--- config.mk ---
export PLATFORM = sky130hd
export DESIGN_NAME = bcd2bin_serial_ctrl
export DESIGN_NICKNAME = d
export VERILOG_FILES = /design/src/rtl/bcd2bin_serial_ctrl.sv
export SDC_FILE = /design/constraint.sdc
export NUM_CORES = 1
export LEC_CHECK = 0
export BUFFER_PORTS_ARGS = -buffer_cell sky130_fd_sc_hd__clkbuf_2
export CAP_MARGIN = 0
export CELL_PAD_IN_SITES_DETAIL_PLACEMENT = 2
export CELL_PAD_IN_SITES_GLOBAL_PLACEMENT = 2
export CORE_ASPECT_RATIO = 0.5
export CORE_UTILIZATION = 37
export DETAILED_ROUTE_END_ITERATION = 10
export PLACE_DENSITY = 0.91
export SKIP_CTS_REPAIR_TIMING = 1
export SLEW_MARGIN = 25
export SYNTH_ARGS = -nofsm -noshare
export SYNTH_HDL_FRONTEND = slang
export SYNTH_SLANG_ARGS = --single-unit
--- constraint.sdc ---
create_clock -name clk -period 4.6 [get_ports clk]
set_input_delay 0.23 -clock clk [delete_from_list [all_inputs] [get_ports clk]]
set_output_delay 0.23 -clock clk [all_outputs]
set_load 0.05 [all_outputs]
--- src/rtl/bcd2bin_serial_ctrl.sv ---
// Serial packed-BCD to binary converter: one digit per clock, MSD first,
// with a valid/ready request side and a valid/ready result side.
module bcd2bin_serial_ctrl #(
    parameter int unsigned DIGITS = 3,
    parameter int unsigned BIN_W  = 10
) (
    input  logic                  clk,
    input  logic                  rst,
    input  logic                  in_valid,
    output logic                  in_ready,
    input  logic [4*DIGITS-1:0]   bcd_in,
    output logic                  out_valid,
    input  logic                  out_ready,
    output logic [BIN_W-1:0]      binary,
    output logic                  err,
    output logic                  busy
);

    localparam int unsigned CW = $clog2(DIGITS + 1);

    typedef enum logic [1:0] {
        IDLE = 2'd0,
        CONV = 2'd1,
        DONE = 2'd2
    } state_t;

    state_t                state_q, state_d;
    logic [4*DIGITS-1:0]   sr_q, sr_d;
    logic [BIN_W-1:0]      acc_q, acc_d;
    logic [CW-1:0]         cnt_q, cnt_d;
    logic                  err_flag_q, err_flag_d;
    logic [BIN_W-1:0]      binary_q, binary_d;
    logic                  err_q, err_d;

    logic [3:0]            digit;
    logic [BIN_W+3:0]      acc_x10;

    assign digit   = sr_q[4*DIGITS-1 -: 4];
    assign acc_x10 = ({4'b0000, acc_q} << 3) + ({4'b0000, acc_q} << 1);

    always_comb begin
        state_d    = state_q;
        sr_d       = sr_q;
        acc_d      = acc_q;
        cnt_d      = cnt_q;
        err_flag_d = err_flag_q;
        binary_d   = binary_q;
        err_d      = err_q;
        unique case (state_q)
            IDLE: begin
                if (in_valid) begin
                    sr_d       = bcd_in;
                    acc_d      = '0;
                    cnt_d      = '0;
                    err_flag_d = 1'b0;
                    state_d    = CONV;
                end
            end
            CONV: begin
                // DIGITS digit clocks followed by one result-writeback clock.
                if (cnt_q == CW'(DIGITS)) begin
                    binary_d = err_flag_q ? '0 : acc_q;
                    err_d    = err_flag_q;
                    state_d  = DONE;
                end else begin
                    acc_d      = acc_x10[BIN_W-1:0] + BIN_W'(digit);
                    sr_d       = sr_q << 4;
                    cnt_d      = cnt_q + 1'b1;
                    err_flag_d = err_flag_q | (digit > 4'd9);
                end
            end
            DONE: begin
                if (out_ready) begin
                    state_d = IDLE;
                end
            end
            default: state_d = IDLE;
        endcase
    end

    always_ff @(posedge clk) begin
        if (rst) begin
            state_q    <= IDLE;
            sr_q       <= '0;
            acc_q      <= '0;
            cnt_q      <= '0;
            err_flag_q <= 1'b0;
            binary_q   <= '0;
            err_q      <= 1'b0;
        end else begin
            state_q    <= state_d;
            sr_q       <= sr_d;
            acc_q      <= acc_d;
            cnt_q      <= cnt_d;
            err_flag_q <= err_flag_d;
            binary_q   <= binary_d;
            err_q      <= err_d;
        end
    end

    assign in_ready  = (state_q == IDLE);
    assign out_valid = (state_q == DONE);
    assign busy      = (state_q != IDLE);
    assign binary    = binary_q;
    assign err       = err_q;

endmodule

==> results.cfg <==
[layout]
syn_to_final_growth_pct = 12.7
final_layout_size_suffix_gt1_share_pct = 21.9
nNetsFinal = 275
diodes = 0
stdcell_count = 312

[yosys]
synth_edf_count = 0
ys_types = 38
synth_warnings = 0
synth_compound_area_share_pct = 19.6
synthArstFlopShare_pct = 0
syn_area_sq_mm = 0.00197
avgSynthCellArea_sq_um = 9.02
yosys.area_share.xor_xnor_pct = 2.22
synthesis.instances = 219
ys.flop_type = dfxtp_1
ys_seq_area_share_pct = 38.5
synth_simple_gate_area_share_pct = 21.4
synth_seq_cells = 38
syn-num-nets = 252
synth.mux.area_fraction_pct = 0.570
synth_top_family_by_area = simple AND/OR/NAND/NOR gates
synth-adder-area-share_pct = 11.5

[clock_network]
cts_buffers = 5
ctsRootBufferMaster = clkbuf_8
clk_pin_slew_worst_paths_ns = 0.08
htree_levels = 2
cts_tree = done
clock_latency_ns = 0.29
cts_sinks = 38
cts_buffer_depth = 2

[setup_path]
start_kind = flip-flop
worst_setup_path_end_kind = flip-flop
crit_required_ns = 4.79
crit_type = reg -> reg
arrival_ns = 2.71
cp_max_fo = 3

[grt]
grtUsageTotal_pct = 21.3
grt_pass1_vias = 1766
grt.overflow.total = 0
grt_pass1_wl_microns = 9000
grt_max_degree = 40
antenna_found_initial = 0

[die]
die_w_microns = 105
die_h_microns = 53.7
num_rows = 18
io_pins = 30
core_sq_mm = 0.00502
start_util_pct = 39.3
die_area_sq_mm = 0.00565

[sta]
hold_viol_final = 0
finalSetupViolations = 0
clock_skew_ns = 0.00280
holdWs_ns = 0.189
slew_viol_final = 0
relSlewSlack_pct = 38.4
fin_tns_setup_ns = 0
rsz0062_at_grt = false
worst_slew_pin_slew_ns = 0.923
timing.fmax_mhz = 397
finalCriticalPeriod_ns = 2.52
finalCritPeriodShare_pct = 54.7

[routing]
drt_wl_total_microns = 5500
avgRoutedWirePerCell_microns = 17.6
ant_nets = 0
drc = 0
dr.pass1.iters = 6
route.vias.total = 1693
drt-initial-drc-count = 42
routed_via_density = 5.43

[place]
routabilityCongestion = 0.845
placed_cells = 305
io_buffers = 29
dp_hpwl_microns = 3890

[run_status]
status = finished, final reports clean

[pwr]
p_leak_nw = 0.976
total_power_mw = 0.746
ir_worst_vdd_uv = 160
power_density_mw_per_mm2 = 335

[flow_run]
cap_violations = 0

[worst_hold_path]
hp-class = in -> reg
-- stage by stage --
step	worst slack, ns	utilization (%)	area (sq um)
finish	2.08	44.3	2220
global route	1.87	44.3	2220
CTS	2.07	44.3	2220
detailed placement	2.13	42.1	2110
global placement	2.21	42.1	2110
floorplan	2.28	-	1970
-- sequential cells by signal (all words and copies together) (netlist names) --
name and cells:
sr_q 12, acc_q 10, binary 10, cnt_q 2, state_q 2, err 1, err_flag_q 1
-- metal layers --
layer | vias to the layer above | global-route usage [%] | share of wire [%]
li1 | 812 | - | -
met1 | 839 | 25.8 | 46
met2 | 33 | 39.9 | 50
met3 | 9 | 4.24 | 2.7
met4 | 0 | 5.63 | 1.1
met5 | - | 0 | 0
-- final timing paths --
check / end / cells past startpoint / slack, ns / start
setup / recovery: acc_q[7] / 9 / 2.08 / acc_q[2]
setup reg to reg: acc_q[7] / 9 / 2.08 / acc_q[2]
hold / removal: sr_q[0] / 3 / 0.19 / bcd_in[0]
hold reg to reg: err / 2 / 0.46 / err
-- cell usage after synthesis (3+ instances only) --
cell	n	share of area, %
a22oi_1	10	3.8
buf_2	3	0.76
dfxtp_1	38	39
nor2_1	32	6.1
o21ai_0	3	0.76
nor3b_1	8	3.0
a21oi_1	20	5.1
nand3_1	6	1.5
nor3_1	5	1.3
nor2_2	3	0.95
buf_6	3	1.7
nand2b_1	3	0.95
xnor2_1	3	1.3
ha_1	15	9.5
inv_1	7	1.3
a311oi_2	7	5.3
nand2_1	21	4.0
clkbuf_1	5	0.95
-- worst max-delay path: stages (launching register included) --
cell and delay (ns):
dfxtp_1 0.38, inv_1 0.09, fa_1 0.48, inv_1 0.07
ha_1 0.31, a211oi_1 0.21, nor2_1 0.12, o22ai_1 0.18
mux2_2 0.35, a31o_2 0.22
-- power breakdown --
group          internal [mW]  total [mW]  leakage, nW  switching [mW]
Clock                  0.174       0.296       0.0573           0.123
Combinational         0.0333      0.0972        0.609          0.0639
Sequential             0.342       0.352        0.309          0.0102
-- cell type report --
cell class,instances,area [sq um]
Fill cell,585,2800
Sequential cell,38,761
Inverter,7,26.3
Clock inverter,1,30.0
Tap cell,70,87.6
Clock buffer,6,82.6
Timing Repair Buffer,29,145
Multi-Input combinational cell,161,1090
-- layout by cell type, fill, tap and decap left out, types with 2 or more instances in the layout --
cell type	n
xnor2_1	3
nor3_1	5
a22oi_1	10
nor2_1	32
clkbuf_8	6
o21bai_1	2
and3_1	2
inv_1	7
dfxtp_1	38
xor2_1	2
nand3_1	6
nand2_1	21
nand2b_1	3
fa_1	2
ha_1	15
a211oi_1	2
a21o_1	2
o21ai_0	3
and2b_2	2
a21oi_1	20
nor3b_1	8
nor2_2	3
clkbuf_2	29
a311oi_2	7
-- logic make-up after synthesis --
family          after synthesis
simple gates                 86
compound gates               52
fa+ha+maj                    17
buf+inv                      20
flops                        38
mux                           1
xor+xnor                      5
Note: power is estimated with default switching activity, not from simulation.
